--- config.mk ---
export PLATFORM = sky130hd
export DESIGN_NAME = verify_arbiter
export DESIGN_NICKNAME = d
export VERILOG_FILES = /design/src/rtl/sigver_pkg.sv /design/src/rtl/rr_arbiter.sv /design/src/rtl/verify_arbiter.sv
export SDC_FILE = /design/constraint.sdc
export NUM_CORES = 1
export LEC_CHECK = 0
export CORE_MARGIN = 4
export CORE_UTILIZATION = 44
export CTS_BUF_LIST = sky130_fd_sc_hd__clkbuf_8
export DETAILED_ROUTE_END_ITERATION = 7
export GPL_TIMING_DRIVEN = 0
export PLACE_DENSITY = 0.89
export SYNTH_ARGS = -nofsm -noshare
export SYNTH_HDL_FRONTEND = slang
export SYNTH_SLANG_ARGS = --single-unit
--- constraint.sdc ---
create_clock -name clk -period 4.21 [get_ports clk]
set_input_delay 0.421 -clock clk [delete_from_list [all_inputs] [get_ports clk]]
set_output_delay 0.421 -clock clk [all_outputs]
set_load 0.03 [all_outputs]
--- src/rtl/sigver_pkg.sv ---
// Shared types and constants for the signature-verification arbiter.
// Latency: n/a (types only).
// Backpressure: n/a (types only).
//
// Contents: record field widths, the packed request record, and the
// controller state encoding.
package sigver_pkg;

  localparam int FIELD_W = 8;
  localparam int REC_W   = 4 * FIELD_W;

  // Field order matches the bus slice layout: region occupies the top byte.
  typedef struct packed {
    logic [FIELD_W-1:0] region;
    logic [FIELD_W-1:0] auth_level;
    logic [FIELD_W-1:0] expiry;
    logic [FIELD_W-1:0] signature_id;
  } sig_rec_t;

  typedef enum logic [1:0] {
    ST_IDLE  = 2'd0,
    ST_ISSUE = 2'd1,
    ST_WAIT  = 2'd2,
    ST_RESP  = 2'd3
  } arb_state_t;

endpackage

--- src/rtl/rr_arbiter.sv ---
// Round-robin grant: first set request bit at or after ptr, wrapping.
// Latency: purely combinational.
// Backpressure: none; grant is zero when no request bit is set.
//
// Ports:
//   req   - request vector, one bit per requester
//   ptr   - index where the search starts (highest priority this cycle)
//   grant - one-hot grant, or zero
module rr_arbiter
  import sigver_pkg::*;
#(
  parameter int N = 4,
  localparam int IW = (N > 1) ? $clog2(N) : 1
) (
  input  logic [N-1:0]  req,
  input  logic [IW-1:0] ptr,
  output logic [N-1:0]  grant
);

  logic          found;
  logic [IW-1:0] idx;

  always_comb begin
    grant = '0;
    found = 1'b0;
    idx   = '0;
    for (int k = 0; k < N; k++) begin
      idx = IW'((int'(ptr) + k) % N);
      if (!found && req[idx]) begin
        grant[idx] = 1'b1;
        found      = 1'b1;
      end
    end
  end

endmodule

--- src/rtl/verify_arbiter.sv ---
// Arbitrates N requesters onto one shared signature matcher and enforces
// per-requester lockout after repeated failures.
// Latency: accept at edge T, verdict valid after edge T+2; 4 cycles minimum per transaction.
// Backpressure: verdict held until resp_ready of the granted requester; no new grant meanwhile.
//
// Ports:
//   clk, rst          - clock, synchronous active-high reset
//   req_valid/ready   - per-requester request handshake (ready one-hot, IDLE only)
//   req_data          - N_REQ packed 32-bit records
//   resp_valid/ready  - per-requester verdict handshake; resp_pass is the verdict
//   m_*               - fields to the shared matcher; m_match is its registered result
//   locked            - per-requester lockout flags
//   busy              - controller is mid-transaction
module verify_arbiter
  import sigver_pkg::*;
#(
  parameter int N_REQ          = 4,
  parameter int MAX_FAILS      = 3,
  parameter int LOCKOUT_CYCLES = 16
) (
  input  logic                 clk,
  input  logic                 rst,
  input  logic [N_REQ-1:0]     req_valid,
  output logic [N_REQ-1:0]     req_ready,
  input  logic [N_REQ*32-1:0]  req_data,
  output logic [N_REQ-1:0]     resp_valid,
  output logic                 resp_pass,
  input  logic [N_REQ-1:0]     resp_ready,
  output logic [7:0]           m_region,
  output logic [7:0]           m_auth_level,
  output logic [7:0]           m_expiry,
  output logic [7:0]           m_signature_id,
  input  logic                 m_match,
  output logic [N_REQ-1:0]     locked,
  output logic                 busy
);

  localparam int IW  = (N_REQ > 1) ? $clog2(N_REQ) : 1;
  localparam int FCW = $clog2(MAX_FAILS + 1);
  localparam int LTW = $clog2(LOCKOUT_CYCLES + 1);

  arb_state_t       state;
  logic [IW-1:0]    last_grant;
  logic [IW-1:0]    ptr;
  logic [IW-1:0]    gidx;
  logic [N_REQ-1:0] eligible;
  logic [N_REQ-1:0] grant;
  logic [N_REQ-1:0] cur_oh;     // requester owning the in-flight transaction
  sig_rec_t         rec;        // latched record, drives the matcher
  sig_rec_t         sel_rec;
  logic             result;

  logic [FCW-1:0]   fail_cnt   [N_REQ];
  logic [LTW-1:0]   lock_timer [N_REQ];

  // ------------------------------------------------------------------
  // Grant selection
  // ------------------------------------------------------------------
  always_comb begin
    for (int i = 0; i < N_REQ; i++) begin
      locked[i] = (lock_timer[i] != '0);
    end
  end

  assign eligible = req_valid & ~locked;
  assign ptr      = (last_grant == IW'(N_REQ - 1)) ? '0 : last_grant + 1'b1;

  rr_arbiter #(.N(N_REQ)) u_rr (
    .req   (eligible),
    .ptr   (ptr),
    .grant (grant)
  );

  always_comb begin
    gidx    = '0;
    sel_rec = '0;
    for (int i = 0; i < N_REQ; i++) begin
      if (grant[i]) begin
        gidx    = IW'(i);
        sel_rec = sig_rec_t'(req_data[i*REC_W +: REC_W]);
      end
    end
  end

  // Ready is combinational so a request can be taken in the same IDLE
  // cycle it appears; it is masked during reset so a held reset never
  // looks like an accept to the requester.
  assign req_ready = (state == ST_IDLE && !rst) ? grant : '0;

  // ------------------------------------------------------------------
  // Transaction controller
  // ------------------------------------------------------------------
  always_ff @(posedge clk) begin
    if (rst) begin
      state      <= ST_IDLE;
      last_grant <= IW'(N_REQ - 1);
      cur_oh     <= '0;
      rec        <= '0;
      result     <= 1'b0;
      resp_valid <= '0;
    end else begin
      case (state)
        ST_IDLE: begin
          if (|req_ready) begin
            rec        <= sel_rec;
            cur_oh     <= grant;
            last_grant <= gidx;
            state      <= ST_ISSUE;
          end
        end
        // Matcher samples m_* at the end of ISSUE and answers during WAIT.
        ST_ISSUE: state <= ST_WAIT;
        ST_WAIT: begin
          result     <= m_match;
          resp_valid <= cur_oh;
          state      <= ST_RESP;
        end
        ST_RESP: begin
          if (|(resp_ready & cur_oh)) begin
            resp_valid <= '0;
            state      <= ST_IDLE;
          end
        end
        default: state <= ST_IDLE;
      endcase
    end
  end

  // ------------------------------------------------------------------
  // Failure tracking and lockout timers
  // ------------------------------------------------------------------
  // Timers run every cycle regardless of controller state. A load on the
  // failing requester overrides its decrement (the requester was eligible
  // when granted, so its timer is idle at that point anyway).
  always_ff @(posedge clk) begin
    if (rst) begin
      for (int i = 0; i < N_REQ; i++) begin
        fail_cnt[i]   <= '0;
        lock_timer[i] <= '0;
      end
    end else begin
      for (int i = 0; i < N_REQ; i++) begin
        if (lock_timer[i] != '0) begin
          lock_timer[i] <= lock_timer[i] - 1'b1;
        end
        if (state == ST_WAIT && cur_oh[i]) begin
          if (m_match) begin
            fail_cnt[i] <= '0;
          end else if (fail_cnt[i] == FCW'(MAX_FAILS - 1)) begin
            fail_cnt[i]   <= '0;
            lock_timer[i] <= LTW'(LOCKOUT_CYCLES);
          end else begin
            fail_cnt[i] <= fail_cnt[i] + 1'b1;
          end
        end
      end
    end
  end

  // ------------------------------------------------------------------
  // Outputs
  // ------------------------------------------------------------------
  assign resp_pass      = result;
  assign busy           = (state != ST_IDLE);
  assign m_region       = rec.region;
  assign m_auth_level   = rec.auth_level;
  assign m_expiry       = rec.expiry;
  assign m_signature_id = rec.signature_id;

endmodule
==> impl_results.md <==
* Worst-Margin Slew at 0.7335 ns
* Port-buffer cells at 184
* HP Class: flip-flop to flip-flop
* DR iter-0 viols at 336
* Critical Path Fanout Max at 10
* Final ANT Viol Nets at 0
* Period Utilization, post-route at 0.9793
* CP arrival at 3.70 ns
* Final core occ at 0.6703
* Hpwl dp at 13,100 um
* Cells after Synth at 551
* Setup TNS Final at 0 ns
* Hold buffer count at cts at 0
* Die Wd at 115.3 um
* Reg-to-reg startpoint: lock_timer[3][0]
* Worst relative slew slack at 0.5110
* Final worst slack at 0.08717 ns
* Sequential element share of the synthesized area at 0.3437
* CTS tree: done
* Top FF cell, synth: dfxtp_1
* DR pass1 iterations at 5
* Area Overhead vs Synth at 45.90%
* Status: completed
* Most frequent cells in the layout: 182 x clkdlybuf4s50_1, 76 x nor2_1, 56 x inv_1, 44 x dfxtp_1, 43 x a21oi_1
* Routed via count at 5,195
* Die height at 115.3 um
* Drt total wl at 16,880 um
* Critical path class: flip-flop to output port
* Maximum clock skew at final layout at 0.01597 ns
* Ys Warns at 0
* Placed Cells at 875
* Finish-stage setup viols at 0
* Crit start category: flip-flop
* Drc violations at 0
* First-pass GRT wire length at 25,900 um
* Clk sink count at 73
* CTS max path bufs at 2
* Max-slew violations at 0
* I/O pin cnt at 185
* Routed WL per cell at 18.75 um
* Crit path required time at 3.79 ns
* Antenna violations before repair at 0
* Hold path start: resp_pass
* Share of cells above drive strength 1 at 0.1647
* Number of global-route vias before repair at 5,377
* Syn avg cell area at 9.197 um2
* Post-Syn Area at 0.005067 mm2
* Max Clk Rate at 242.6 MHz
* Fill cells at 857
* Reg2reg end: m_signature_id[7]
* Floorplan row count at 38
* Number of synthesized flops with an enable pin at 28
* # H-tree levels at 3
* Fin Hold WS at 0.4989 ns
* Max Cap Violations at 0
* Min Tclk post-route at 4.123 ns
* Final net count at 912
* VDD IR max at 504.7 uV
* Number of cells on the worst hold path at 2
* Placeable Area at 0.01103 mm2
* Total Routing Usage GR at 0.2478
* Most common cell after layout, fill and taps aside: clkdlybuf4s50_1
* Worst Hold End: resp_pass
* CTS root buf: clkbuf_8
* Total grt overflow at 0
* Leakage Power at 2.791 nW
* GP Congestion at 0.8749
* Die ar. at 0.01330 mm2
* Worst skew pair latency at 0.37 ns
* Cts bufs inserted at 9
* Vias per cell at 5.772
* Pre-CTS WS at -0.03053 ns
* Netlist cell types at 59
* Largest net degree at the start of global routing at 13
* Clock-pin slew on the worst setup and hold paths at 0.08 ns
* Flop2flop setup slack at 0.77 ns
* PwrDens at 802.5 mW/mm2
* Net Count, Synth at 709
* R2R depth at 15
* Initial core utilization at 0.4594
* Synth async-reset ratio at 0
* Layout Cells excl Fill at 900
* Number of synthesized register bits at 73
* CP endpoint kind: output port
* Final hold viol count at 0
==> synthesized netlist by cell type, drive strengths merged (5+ instances only) <==
cell type	instances	area, um2
o221ai	33	289.0
nor3	8	51.30
inv	54	202.7
xnor2	8	70.07
buf	24	161.4
nand2	17	63.81
a21oi	44	224.0
nand3	9	45.04
clkbuf	17	63.81
nor2	79	296.5
a211oi	33	382.9
nand3b	5	37.54
ha	19	237.7
nor3b	33	382.9
edfxtp	28	840.8
o21ai	37	185.2
dfxtp	45	900.9
==> registers in the layout (all words and copies together), names as in the netlist, 2 cells and up <==
register	count
cur_oh	4
fail_cnt	8
last_grant	2
lock_timer	20
m_auth_level	8
m_expiry	8
m_region	8
m_signature_id	8
resp_valid	4
state	2
==> how the worst max path moves through the flow <==
stage	startpoint	to	slack [ns]
2_1_floorplan	last_grant[0]	req_ready[2]	0.91
3_3_place_gp	req_valid[3]	req_ready[2]	0.08
3_5_place_dp	req_valid[3]	req_ready[2]	-0.03
4_1_cts	lock_timer[2][0]	req_ready[1]	-0.16
5_1_grt	lock_timer[3][0]	req_ready[0]	-0.05
6_report	lock_timer[3][0]	req_ready[0]	0.09
==> final cells by class <==
class	instances	area, um2	area share
Timing Repair Buffer	192	1903	0.2574
Multi-Input combinational cell	383	2972	0.4019
Buffer	41	229.0	0.03097
Antenna cell	1	2.502	0.0003385
Inverter	54	202.7	0.02742
Clock inverter	6	28.78	0.003892
Clock buffer	10	137.6	0.01862
Sequential cell	73	1743	0.2357
Tap cell	140	175.2	0.02369
==> layer usage <==
layer  track usage  part of all wire  wire, um
met1        0.2829              0.37      6322
met2        0.4271              0.50      8444
met3       0.08053             0.091      1533
met4        0.1009             0.034       579
met5             0                 0         0
==> timing repair <==
action	CTS	global route
gates cloned	0	0
setup endpoints to repair	3	4
pin swaps	2	1
buffers inserted	1	7
resized for setup	4	13
==> power by group <==
group          total, mW  switching [mW]  internal [mW]
clock network      0.499           0.277          0.222
registers           1.25           0.213           1.04
logic               4.19            2.49           1.70
total               5.93            2.98           2.96
==> cell families after synthesis <==
kind of cell,share of synthesized area
adder cells (fa/ha/maj),0.04691
AND/OR/NAND/NOR,0.2094
XOR/XNOR,0.01556
multiplexers,0.01778
buffers and inverters,0.08444
flip-flops,0.3437
AO/OA/AOI/OAI,0.2822
==> worst max-delay path, cell delays in order (launching register included) <==
cell             delay, ns
edfxtp_1              0.42
inv_1                 0.10
ha_1                  0.16
nor4b_4               0.34
buf_4                 0.21
inv_2                 0.05
nor3b_1               0.22
a311oi_2              0.11
nor4_4                0.29
buf_4                 0.20
a221oi_4              0.08
buf_4                 0.22
nor2_1                0.20
clkdlybuf4s50_1       0.74
==> stage by stage <==
| step | total power, mW | cell area (um2) |
|---|---|---|
| final | 5.933 | 7393 |
| after CTS | 5.783 | 7272 |
| after global routing | 6.348 | 7391 |
| after floorplan | 4.090 | 5067 |
| after detailed placement | 5.246 | 7084 |
| after global placement | 5.098 | 7084 |
No activity file was read; power rests on OpenSTA's default activity.
